==> config.mk <==
export PLATFORM = sky130hd
export DESIGN_NAME = leaf_merge_arbiter
export DESIGN_NICKNAME = d
export VERILOG_FILES = /design/src/rtl/leaf_merge_arbiter.sv
export SDC_FILE = /design/constraint.sdc
export NUM_CORES = 1
export LEC_CHECK = 0
export CORE_UTILIZATION = 25
export DETAILED_ROUTE_END_ITERATION = 12
export PLACE_DENSITY_LB_ADDON = 0.25
export SLEW_MARGIN = 30
export SYNTH_ARGS = -nofsm -noshare
export SYNTH_HDL_FRONTEND = slang
export SYNTH_SLANG_ARGS = --single-unit
==> constraint.sdc <==
create_clock -name CLK -period 2.2 [get_ports CLK]
set_clock_uncertainty 0.05 [all_clocks]
set_input_delay 0.33 -clock CLK [delete_from_list [all_inputs] [get_ports CLK]]
set_output_delay 0.33 -clock CLK [all_outputs]
set_load 0.005 [all_outputs]
==> src/rtl/leaf_merge_arbiter.sv <==
// 2:1 packet-level merge arbiter, round-robin, grant held from header to tail flit.
// Latency: 1 cycle from accepted flit to out_valid (buffer empty); 1-cycle bubble per grant.
// Backpressure: 2-entry output buffer; granted port's ready = !full, from registered state only.
module leaf_merge_arbiter #(
   parameter int W        = 9,
   parameter int TAIL_BIT = 8,
   parameter int DEPTH    = 2
) (
   input  logic         CLK,
   input  logic         RESET,
   input  logic [W-1:0] in0_data,
   input  logic         in0_valid,
   output logic         in0_ready,
   input  logic [W-1:0] in1_data,
   input  logic         in1_valid,
   output logic         in1_ready,
   output logic [W-1:0] out_data,
   output logic         out_sel,
   output logic         out_valid,
   input  logic         out_ready,
   output logic         busy
);

   localparam logic [1:0] IDLE  = 2'd0;
   localparam logic [1:0] LOCK0 = 2'd1;
   localparam logic [1:0] LOCK1 = 2'd2;

   logic [1:0]   state;
   logic         ptr;

   // two-slot circular buffer holding {sel, flit}
   logic [W-1:0] buf_dat [2];
   logic         buf_sel [2];
   logic         rd_idx;
   logic         wr_idx;
   logic [1:0]   count;

   logic         full;
   logic         empty;
   logic         wr0;
   logic         wr1;
   logic         wr;
   logic         rd;
   logic [W-1:0] wr_dat;

   assign full      = (count == 2'(DEPTH));
   assign empty     = (count == 2'd0);

   // readiness comes only from the grant state and the buffer fill level,
   // so out_ready never reaches the input handshake combinationally
   assign in0_ready = (state == LOCK0) && !full;
   assign in1_ready = (state == LOCK1) && !full;

   assign wr0       = in0_valid && in0_ready;
   assign wr1       = in1_valid && in1_ready;
   assign wr        = wr0 || wr1;
   assign wr_dat    = wr1 ? in1_data : in0_data;
   assign rd        = !empty && out_ready;

   assign out_valid = !empty;
   assign out_data  = buf_dat[rd_idx];
   assign out_sel   = buf_sel[rd_idx];
   assign busy      = (state != IDLE);

   // grant FSM: pick a port when idle, release it on the tail transfer
   always_ff @(posedge CLK or posedge RESET) begin
      if (RESET) begin
         state <= IDLE;
         ptr   <= 1'b0;
      end else begin
         case (state)
            IDLE: begin
               if (in0_valid && (!in1_valid || !ptr))
                  state <= LOCK0;
               else if (in1_valid)
                  state <= LOCK1;
            end
            LOCK0: begin
               if (wr0 && in0_data[TAIL_BIT]) begin
                  state <= IDLE;
                  ptr   <= 1'b1;
               end
            end
            LOCK1: begin
               if (wr1 && in1_data[TAIL_BIT]) begin
                  state <= IDLE;
                  ptr   <= 1'b0;
               end
            end
            default: state <= IDLE;
         endcase
      end
   end

   // output buffer: write accepted flit with its source tag, pop on consumer handshake
   always_ff @(posedge CLK or posedge RESET) begin
      if (RESET) begin
         for (int i = 0; i < 2; i++) begin
            buf_dat[i] <= '0;
            buf_sel[i] <= 1'b0;
         end
         rd_idx <= 1'b0;
         wr_idx <= 1'b0;
         count  <= 2'd0;
      end else begin
         if (wr) begin
            buf_dat[wr_idx] <= wr_dat;
            buf_sel[wr_idx] <= wr1;
            wr_idx          <= ~wr_idx;
         end
         if (rd)
            rd_idx <= ~rd_idx;
         case ({wr, rd})
            2'b10:   count <= count + 2'd1;
            2'b01:   count <= count - 2'd1;
            default: count <= count;
         endcase
      end
   end

endmodule

Word level (Yosys, flattened, before mapping)
Cells that the tools add are included.
Widths: inputs -> output; s select.
Operators by class
  add/subtract/negate cells: 2
  $mul: 0
  div/mod/pow operators: 0
  magnitude comparators: 3
  eq/ne operators: 8
  shift operators: 0
  mux-type cells: 22
  bitwise operators: 4
  reduce and logical (&&, ||, !) cells: 22
Operators by type and width (count)
  $mux 9: 5
  $bwmux 18: 1
  $demux 9 s1: 1
  $logic_and 1x1->1: 9
  $mux 2: 4
  $eq 2x2->1 const B: 3
  $mux 1: 6
  $pmux 2 s3: 1
  $reduce_and 3->1: 2
  $reduce_bool 2->1: 3
  $eq 2x1->1 const B: 2
  $ge 2x2->1 const B: 2
  $logic_not 1->1: 4
  $logic_not 2->1: 2
  $ne 2x1->1 const B: 2
  $not 1->2: 2
  $pmux 2 s2: 1
  $ne 3x3->1 const B: 1
  $add 2x1->2 const B: 1
  $bwmux 2: 1
  $logic_or 1x1->1: 2
  $lt 2x1->1 const B: 1
  $not 1->1: 2
  $pmux 1 s2: 1
  2 further kinds: 2
Word-level totals
  register bits: 27
  bits in latches: 0
  bits in writable memories: 0
  ROM bits: 0
  bits of input ports: 23
  output and inout bits: 14
  word-level logic and storage cells: 70
  memories kept: 0

Longest topological paths before layout
Gate-level depths: netlist of the first run.
  depth in word-level cells: 7
  depth in mapped cells: 7
  gate-level depth less buffers: 7

Worst setup path after synthesis of the first run
OpenSTA, ideal clock, no wires.
  path kind: register to register
  start point: reg count[1]
  end point: reg count[1]
  setup time: 0.079 ns
  arrival: 1.450 ns
  data required time: 2.071 ns
  setup slack: 0.621 ns
  stages on the path, launching flop included: 6
  path buffers: 0
  clock period less this slack: 1.579 ns
  cell sequence: dfrtp_1 -> or2_2 -> and2_1 -> ha_1 -> nor2_1 -> xor2_1
Between the ends
  elaborated cells on any way between the ends: 16
  those cells by class: add/sub: 2; eq/ne: 3; mux: 1; reduce/logical: 10
RTL lines
  start: declaration: line 36  | logic [1:0] count;
  start signal: assignment: line 114  | 2'b10: count <= count + 2'd1;
  start signal: assignment: line 115  | 2'b01: count <= count - 2'd1;
  start signal: assignment: line 116  | default: count <= count;
  $logic_not 2->1 *: line 47  | assign empty = (count == 2'd0);
  $logic_not 1->1 *
  net out_valid: line 19  | output logic out_valid,
  $logic_and 1x1->1 *: line 58  | assign rd = !empty && out_ready;
  net rd: line 43  | logic rd;
  $eq 2x1->1 or $eq 2x2->1 (tied branches): line 113  | case ({wr, rd})
  $pmux 2 s2 or $reduce_bool 2->1 (tied branches)
The timed path passes the listed nets; every way through them passes the cells marked *.
A chain may end at the register's enable or synchronous reset.

Worst setup path in the final report of the first run
  start point: reg rd_idx
  end point: out out_data[0]
Between the ends
  cells in the longest elaborated chain, start to end: 4
Ends and longest elaborated chain
  start: declaration: line 34  | logic rd_idx;
  start signal: assignment: line 112  | rd_idx <= ~rd_idx;
  $not 1->2 (not written as such): line 61  | assign out_data = buf_dat[rd_idx];
  $mux 9 (not written as such) (3 in series): line 61
  end: declaration: line 17  | output logic [W-1:0] out_data,
No other way between the ends. The select of a mux whose other input is x is not followed.

==> summary.txt, run 1 <==
status -> finished clean
HP Class -> input port to async pin
most numerous cell in the Yosys netlist -> dfrtp_1
initial antenna violation count -> 0
grt ovf -> 0
top cells by count, synth -> 27 x dfrtp_1, 16 x o221a_2, 10 x nand2b_1
Post-CTS Setup Inserts -> 0
Die Ht -> 78.1 um
Core Util, Final -> 0.351
Post-synth EDFFs -> 0
largest net degree at the start of global routing -> 28
Ys Warns -> 0
critical path class -> flip-flop to output pin
worst-margin pin slew -> 0.457 ns
Ports -> 37
clock transition at the registers of the reported paths -> 0.10 ns
Worst path top cell family by delay -> flip-flops
synth top area cells -> dfrtp_1 47%, o221a_2 12%, mux2_2 7.0%
final slew viol count -> 0
Routed WL per cell -> 15.2 um
Final Hold Viols -> 0
number of nets in the layout -> 186
slowest stage delay, CP -> 0.55 ns
Filler cells -> 573
R2R cell count -> 5
Worst VDD drop -> 0.430 mV
Post-DP Area -> 1900 sq um
final RePlAce weighted congestion -> 0.776
Max Cap Violations -> 0
r2r endpoint -> count[1]
CTS tree -> built
Async SR Flop Fraction -> 1.00
Power Density -> 1400 nW/um^2
leakage -> 0.769 nW
CTS Buffer Depth -> 2
Chip Width -> 78.1 um
mapped cell area -> 1450 sq um
CTS Sinks -> 27
post-layout min period -> 2.04 ns
cts hold-fix bufs -> 0
port bufs -> 36
Area Growth Syn to Fin -> 34.6%
crit path buf inv count -> 1
Req. time, crit path -> 1.82 ns
Final Cell Area -> 1950 sq um
Site Rows -> 27
Critical Path Start Type -> flip-flop
Vias -> 1087
Cells after Synth -> 122
layout cells sized above 1 -> 0.298
crit path max-delay cell type -> dfrtp_2
Critical Path Fanout Max -> 12
setup TNS -> 0 ns
Worst setup EP type -> output pin
RSZ-0062 raised after global routing -> false
Clock Latency Late Sink -> 0.26 ns
R2R Setup Slk -> 0.54 ns
Max Fclk -> 0.491 GHz
Core Region -> 5540 sq um
Root Driver -> clkbuf_8
syn_area_per_cell -> 11.9 sq um
DR pass1 iterations -> 4
Final setup viols -> 0
critical-path cell list -> mux2_2 > clkdlybuf4s50_1
CTS Buf Count -> 3
Unique masters post-synth -> 32
Initial Util -> 0.261
vias per inst -> 4.67
Worst slew margin -> 0.695
hpwl dp -> 2.45 mm
CTS H-tree lvls -> 1
Tcrit/Tclk final -> 0.925
Seq/Total Area, Yosys -> 0.467
antenna viol nets, final -> 0
vias in the first global route -> 1119
crit path DAT -> 1.66 ns
Synth Flop Type -> dfrtp_1
Synthesized Nets -> 146
die footprint -> 6090 sq um
Post-Route WL -> 3.54 mm
RR Startpoint -> count[1]
first-pass GRT wire length -> 6.03 mm
Synth Register Bits -> 27
top cell type by total area after synthesis -> dfrtp_1
Detailed Route Iter0 Violations -> 65
ANT cells -> 0
share of the synthesized area in the top cell type -> 0.467
DR DRC count -> 0
total track usage -> 0.129
flip-flops by register name, summed over array words and instances, names as in the netlist:
signal	flops
buf_sel	2
state	2
ptr	1
count	2
rd_idx	1
wr_idx	1
buf_dat	18
area by class of cell:
| cell class | count | area [sq um] | area share |
|---|---|---|---|
| multi-input combinational | 90 | 751 | 0.386 |
| sequential | 27 | 678 | 0.348 |
| timing repair buffer | 37 | 368 | 0.189 |
| tap | 72 | 90.1 | 0.0463 |
| clock buffer | 3 | 41.3 | 0.0212 |
| inverter | 3 | 11.3 | 0.00578 |
| clock inverter | 1 | 7.51 | 0.00386 |
how the worst max path moves through the flow:
stage,start,to,depth (start not counted)
2_1_floorplan,count[1],count[1],5
3_3_place_gp,in0_valid,buf_dat[15],5
3_5_place_dp,in0_valid,buf_dat[16],5
4_1_cts,rd_idx,out_data[8],2
5_1_grt,count[0],in1_ready,3
6_report,rd_idx,out_data[0],2
logic make-up after synthesis:
kind of cell	count (synthesis)	synth area share
compound gates	28	0.188
xor+xnor	5	0.0303
fa+ha+maj	1	0.00865
buf+inv	5	0.0138
flops	27	0.467
mux	9	0.0701
simple gates	47	0.222
per-stage QoR:
stage	instances	setup slack [ns]	hold WS, ns	power, mW
detailed placement	229	0.164	0.421	2.46
finish	233	0.164	0.361	2.72
CTS	233	0.135	0.367	2.76
floorplan	122	0.621	0.333	1.86
global placement	229	0.174	0.412	2.42
global route	233	0.0461	0.394	2.95
routing by layer:
metal  part of all wire  track usage
met1               0.52        0.174
met2               0.45        0.213
met3              0.032       0.0302
met4             0.0037       0.0167
met5                  0            0
report_power, final:
part           leakage, nW  switching [mW]  internal [mW]  total (mW)
registers            0.306           0.233          0.750       0.983
clock network       0.0217           0.157          0.128       0.285
logic                0.441           0.518          0.936        1.45
total                0.769           0.908           1.81        2.72
worst min-delay path: stages:
cell,delay (ns)
clkdlybuf4s50_1,0.39
inv_1,0.05
buf_4,0.32
layout by cell type, fill, tap and decap left out, drive strengths merged:
cell type	instances
nor3	1
nand3	1
inv	3
xnor2	3
clkdlybuf4s50	36
clkbuf	3
a21oi	6
nand2	11
ha	1
nor2b	1
nand3b	3
clkinvlp	1
buf	1
and4	1
a211oi	1
and2	2
xor2	2
nand2b	10
mux2	9
nor3b	1
or2	10
and3	1
o32ai	1
nor2	3
and2b	2
a211o	1
o221a	16
o21ai	3
dfrtp	27
timing repair:
item                                   CTS  global route
cloned                                   0             0
setup endpoints to repair                9             1
resized for setup                        1             1
endpoints found under the hold margin    0             0
Note: power is estimated with default switching activity, not from simulation.
==> run 2: changes to the inputs <==
--- a/config.mk
+++ b/config.mk
@@ -5,7 +5,7 @@
 export SDC_FILE = /design/constraint.sdc
 export NUM_CORES = 1
 export LEC_CHECK = 0
-export CORE_UTILIZATION = 25
+export CORE_UTILIZATION = 48
 export DETAILED_ROUTE_END_ITERATION = 12
 export PLACE_DENSITY_LB_ADDON = 0.25
 export SLEW_MARGIN = 30
==> constraint.sdc (replaced) <==
create_clock -name CLK -period 1.9 [get_ports CLK]
set_clock_uncertainty 0.05 [all_clocks]
set_input_delay 0.285 -clock CLK [delete_from_list [all_inputs] [get_ports CLK]]
set_output_delay 0.285 -clock CLK [all_outputs]
set_load 0.005 [all_outputs]
==> run 2 against run 1 <==
Net effect: critical path type unchanged; the run now ends with DRC left; power is 15% higher; core utilization is 34 points higher; sequential cell count stayed put; count of clock-buffer cells in the layout stayed put; largest power group unchanged; register-to-register slack worse by 0.39 ns.
==> summary.txt, run 2 (synthesized netlist as in run 1, its figures left out) <==
DR pass1 iterations -> 8 (was 4)
final RePlAce weighted congestion -> 0.787 (was 0.776)
Final Hold Viols -> 0 (unchanged)
RSZ-0062 raised after global routing -> false (unchanged)
Reg with most FFs -> buf_dat (unchanged)
vias in the first global route -> 1211 (was 1119)
CTS Buffer Depth -> 2 (unchanged)
Worst VDD drop -> 0.871 mV (was 0.430 mV)
HP Class -> input port to async pin (unchanged)
number of nets in the layout -> 195 (was 186)
Max Cap Violations -> 0 (unchanged)
Vias -> 1171 (was 1087)
leakage -> 0.834 nW (was 0.769 nW)
Routed WL per cell -> 17.4 um (was 15.2 um)
status -> complete, but fails checks (was finished clean)
Worst slew margin -> 0.770 (was 0.695)
Die Ht -> 56.9 um (was 78.1 um)
vias per inst -> 5.83 (was 4.67)
Req. time, crit path -> 1.56 ns (was 1.82 ns)
Critical Path Start Type -> flip-flop (unchanged)
R2R Setup Slk -> 0.15 ns (was 0.54 ns)
failing checks -> DRC
Min Hold Slack -> 0.251 ns (was 0.361 ns)
commonest non-fill, non-tap cell in the layout -> dfrtp_1 (was clkdlybuf4s50_1)
layout cells sized above 1 -> 0.341 (was 0.298)
worst-margin pin slew -> 0.343 ns (was 0.457 ns)
setup TNS -> 0 ns (unchanged)
DR DRC count -> 4 (was 0)
RR Startpoint -> count[0] (was count[1])
CTS Sinks -> 27 (unchanged)
max reg flops -> 18 (unchanged)
Detailed Route Iter0 Violations -> 52 (was 65)
total track usage -> 0.230 (was 0.129)
Post-Route WL -> 3.51 mm (was 3.54 mm)
most frequent cells in the layout -> 24 x dfrtp_1, 22 x clkdlybuf4s50_1, 16 x o221a_2 (was 36 x clkdlybuf4s50_1, 25 x dfrtp_1, 16 x o221a_2)
antenna viol nets, final -> 0 (unchanged)
Clock Latency Late Sink -> 0.31 ns (was 0.26 ns)
first-pass GRT wire length -> 5.66 mm (was 6.03 mm)
CTS H-tree lvls -> 1 (unchanged)
Area Growth Syn to Fin -> 34.9% (was 34.6%)
CP Launch Point -> rd_idx (unchanged)
Ports -> 37 (unchanged)
Root Driver -> clkbuf_4 (was clkbuf_8)
Critical Path Fanout Max -> 6 (was 12)
port bufs -> 36 (unchanged)
initial antenna violation count -> 0 (unchanged)
critical path class -> flip-flop to output pin (unchanged)
cts hold-fix bufs -> 0 (unchanged)
final slew viol count -> 0 (unchanged)
Chip Width -> 56.9 um (was 78.1 um)
Initial Util -> 0.516 (was 0.261)
Max Fclk -> 0.553 GHz
CTS tree -> built (unchanged)
Core Region -> 2810 sq um (was 5540 sq um)
Site Rows -> 19 (was 27)
Worst setup EP type -> output pin (unchanged)
post-layout min period -> 1.81 ns
Tcrit/Tclk final -> 0.951
Final setup viols -> 0 (unchanged)
Filler cells -> 224 (was 573)
grt ovf -> 0 (unchanged)
die footprint -> 3240 sq um (was 6090 sq um)
ANT cells -> 0 (unchanged)
largest net degree at the start of global routing -> 28 (unchanged)
hpwl dp -> 2.43 mm (was 2.45 mm)
CTS Buf Count -> 3 (unchanged)
Power Density -> 1600 nW/um^2 (was 1400 nW/um^2)
# placed instances -> 191 (was 229)
Non-Filler Instances -> 201 (was 233)
crit path DAT -> 1.47 ns (was 1.66 ns)
clock transition at the registers of the reported paths -> 0.16 ns (was 0.10 ns)
## run 2: changes by cell type in the layout (fill, tap and decap cells not counted)
cell,previous run,this run
dlygate4sd2_1,0,13
o21ai_1,0,1
buf_4,1,7
clkdlybuf4s50_1,36,22
o21ai_0,3,2
buf_12,0,1
dlymetal6s2s_1,0,1
dfrtp_2,2,3
clkbuf_8,3,0
buf_6,0,2
clkbuf_4,0,3
dfrtp_1,25,24
## run 2: routing by layer
layer,up-vias,wire (um),track usage
li1,545,-,-
met1,583,1620,0.333
met2,39,1710,0.363
met3,4,142,0.0253
met4,0,34,0.0697
met5,-,0,0
## run 2: worst paths after layout
| check | endpoint | cells after the start |
|---|---|---|
| setup / recovery | out_data[4] | 3 |
| hold / removal | rd_idx | 3 |
| setup reg to reg | count[1] | 6 |
| hold reg to reg | count[1] | 1 |
| max in group asynchronous | state[0] | 3 |
| min in group CLK | count[1] | 1 |
## run 2: layout make-up
type / count / area (sq um) / share of cell area
Clock buffer: 3 / 22.5 / 0.0115
Clock inverter: 1 / 7.51 / 0.00385
Inverter: 3 / 11.3 / 0.00577
Multi-Input combinational cell: 90 / 751 / 0.385
Sequential cell: 27 / 679 / 0.348
Tap cell: 31 / 38.8 / 0.0199
Timing Repair Buffer: 46 / 442 / 0.226
## run 2: per-stage QoR
step                      total power, mW  worst slack (ns)  cell area, sq um   util
after floorplan                      2.15             0.321              1450      -
after global placement               2.79            0.0757              1880  0.670
after detailed placement             2.86            0.0262              1880  0.670
after CTS                            3.13           0.00269              1950  0.695
after global routing                 3.32            0.0307              1950  0.696
final                                3.12            0.0922              1950  0.696
## run 2: critical path, stage by stage (launching register included)
cell and delay (ns):
dfrtp_2 0.41, buf_6 0.14, mux2_2 0.33, dlygate4sd2_1 0.28
## run 2: repair_timing
item,CTS,global route
gates resized for setup,20,1
gates cloned,0,0
setup buffers,6,1
endpoints found under the setup margin,13,3
## run 2: power breakdown
part           internal [mW]  switching [mW]  leakage [nW]  total [mW]
Combinational           1.07           0.732         0.516        1.81
Sequential             0.869           0.190         0.304        1.06
Clock                 0.0802           0.174        0.0139       0.254
==> run 3: changes to the inputs <==
--- a/config.mk
+++ b/config.mk
@@ -5,7 +5,7 @@
 export SDC_FILE = /design/constraint.sdc
 export NUM_CORES = 1
 export LEC_CHECK = 0
-export CORE_UTILIZATION = 48
+export CORE_UTILIZATION = 34
 export DETAILED_ROUTE_END_ITERATION = 12
 export PLACE_DENSITY_LB_ADDON = 0.25
 export SLEW_MARGIN = 30
==> run 3 against run 2 <==
Net effect: the run now ends clean; setup slack got worse by 0.043 ns; sequential cell count unchanged; global-route usage down 6.4 points; design area grew 3.1%; clock power increased by 33%.
==> summary.txt, run 3 (synthesized netlist as in run 1, its figures left out) <==
hpwl dp -> 2.34 mm (was 2.43 mm)
die footprint -> 4520 sq um (was 3240 sq um)
Final Cell Area -> 2010 sq um (was 1950 sq um)
Core Util, Final -> 0.499 (was 0.696)
DR pass1 iterations -> 4 (was 8)
Root Driver -> clkbuf_8 (was clkbuf_4)
vias per inst -> 5.15 (was 5.83)
vias in the first global route -> 1141 (was 1211)
Power Density -> 1600 nW/um^2 (about the same)
Critical Path Start Type -> flip-flop (unchanged)
most frequent cells in the layout -> 25 x clkdlybuf4s50_1, 24 x dfrtp_1, 16 x o221a_2 (was 24 x dfrtp_1, 22 x clkdlybuf4s50_1, 16 x o221a_2)
Detailed Route Iter0 Violations -> 71 (was 52)
initial antenna violation count -> 0 (unchanged)
R2R cell count -> 6 (unchanged)
Post-DP Area -> 1880 sq um (about the same)
Filler cells -> 356 (was 224)
Tcrit/Tclk final -> 0.974 (was 0.951)
clock transition at the registers of the reported paths -> 0.10 ns (was 0.16 ns)
Worst slew margin -> 0.732 (was 0.770)
Chip Width -> 67.2 um (was 56.9 um)
Power Total -> 3.22 mW (was 3.12 mW)
total track usage -> 0.166 (was 0.230)
worst-margin pin slew -> 0.401 ns (was 0.343 ns)
Critical Path Fanout Max -> 2 (was 6)
Reg with most FFs -> buf_dat (unchanged)
r2r endpoint -> count[1] (unchanged)
final slew viol count -> 0 (unchanged)
ANT cells -> 0 (unchanged)
Ports -> 37 (unchanged)
antenna viol nets, final -> 0 (unchanged)
Req. time, crit path -> 1.56 ns (about the same)
RSZ-0062 raised after global routing -> false (unchanged)
multi-input logic area -> 754 sq um (was 751 sq um)
CTS Buffer Depth -> 2 (unchanged)
Final setup viols -> 0 (unchanged)
Max Fclk -> 0.540 GHz (was 0.553 GHz)
port bufs -> 36 (unchanged)
RR Startpoint -> count[0] (unchanged)
grt ovf -> 0 (unchanged)
status -> finished clean (was complete, but fails checks)
crit path max-delay cell type -> clkdlybuf4s50_1 (was dfrtp_2)
HP Class -> input port to async pin (unchanged)
leakage -> 0.884 nW (was 0.834 nW)
first-pass GRT wire length -> 5.46 mm (was 5.66 mm)
Clock Latency Late Sink -> 0.28 ns (was 0.31 ns)
Worst VDD drop -> 0.713 mV (was 0.871 mV)
crit path DAT -> 1.52 ns (was 1.47 ns)
post-layout min period -> 1.85 ns (was 1.81 ns)
R2R Setup Slk -> 0.13 ns (was 0.15 ns)
max reg flops -> 18 (unchanged)
Post-Route WL -> 3.42 mm (was 3.51 mm)
Site Rows -> 23 (was 19)
largest net degree at the start of global routing -> 28 (unchanged)
critical path class -> flip-flop to output pin (unchanged)
CTS Sinks -> 27 (unchanged)
layout cells sized above 1 -> 0.343 (was 0.341)
Vias -> 1127 (was 1171)
Core Region -> 4030 sq um (was 2810 sq um)
CTS tree -> built (unchanged)
Worst setup EP type -> output pin (unchanged)
Max Cap Violations -> 0 (unchanged)
Initial Util -> 0.359 (was 0.516)
Worst path top cell family by delay -> buffers and inverters (unchanged)
slowest stage delay, CP -> 0.45 ns (was 0.41 ns)
number of nets in the layout -> 194 (was 195)
critical-path cell list -> buf_6 > mux2_2 > clkdlybuf4s50_1 (was buf_6 > mux2_2 > dlygate4sd2_1)
DR DRC count -> 0 (was 4)
Reg area -> 679 sq um (unchanged)
Area Growth Syn to Fin -> 39.1% (was 34.9%)
final RePlAce weighted congestion -> 0.767 (was 0.787)
Final Hold Viols -> 0 (unchanged)
crit path buf inv count -> 2 (unchanged)
commonest non-fill, non-tap cell in the layout -> clkdlybuf4s50_1 (was dfrtp_1)
Routed WL per cell -> 15.6 um (was 17.4 um)
CTS Buf Count -> 3 (unchanged)
Die Ht -> 67.2 um (was 56.9 um)
CTS H-tree lvls -> 1 (unchanged)
run 3: cell types whose count changed in the layout (fill, tap and decap cells not counted), sizes merged:
cell,change
buf,-1
dlymetal6s2s,+8
dlygate4sd2,-11
clkdlybuf4s50,+3
run 3: per-stage QoR:
stage               setup TNS, ns  instances  hold WS (ns)  setup WS (ns)
finish                          0        219         0.320         0.0487
global route                    0        219         0.363        0.00555
CTS                       -0.0430        218         0.331        -0.0146
detailed placement        -0.0386        209         0.414        -0.0386
global placement                0        209         0.410         0.0254
floorplan                       0        122         0.288          0.321
run 3: per-layer routing:
layer	part of all wire	track usage
met1	0.47	0.223
met2	0.47	0.274
met4	0.0085	0.0479
met3	0.052	0.0270
met5	0	0
run 3: worst min-delay path: cells and delay by family:
kind,cells,cell delay (ns)
buf+inv,3,0.78
run 3: final cells by class:
type                       instances  area share
tap                               50      0.0311
clock buffer                       3      0.0205
inverter                           3     0.00560
multi-input combinational         90       0.375
clock inverter                     1     0.00373
sequential                        27       0.338
timing repair buffer              45       0.226
run 3: worst max path at each step:
stage / cells after the start / slack, ns / end / startpoint
after floorplan: 5 / 0.32 / count[1] / count[1]
after CTS: 3 / -0.01 / out_data[3] / rd_idx
final: 3 / 0.05 / out_data[6] / rd_idx
after detailed placement: 7 / -0.04 / count[1] / in1_valid
after global placement: 2 / 0.03 / out_data[8] / rd_idx
after global routing: 3 / 0.006 / out_data[6] / rd_idx
run 3: timing repair:
item,in CTS,in global routing
resized for setup,8,11
hold buffers,0,0
pin swaps,0,0
endpoints found under the hold margin,0,0
setup buffers,5,1
endpoints found under the setup margin,12,11
run 3: where the power goes:
part / internal (mW) / switching [mW] / leakage [nW] / total [mW]
sequential: 0.871 / 0.203 / 0.304 / 1.07
clock: 0.149 / 0.189 / 0.0217 / 0.338
combinational: 1.13 / 0.680 / 0.558 / 1.81
total: 2.15 / 1.07 / 0.884 / 3.22
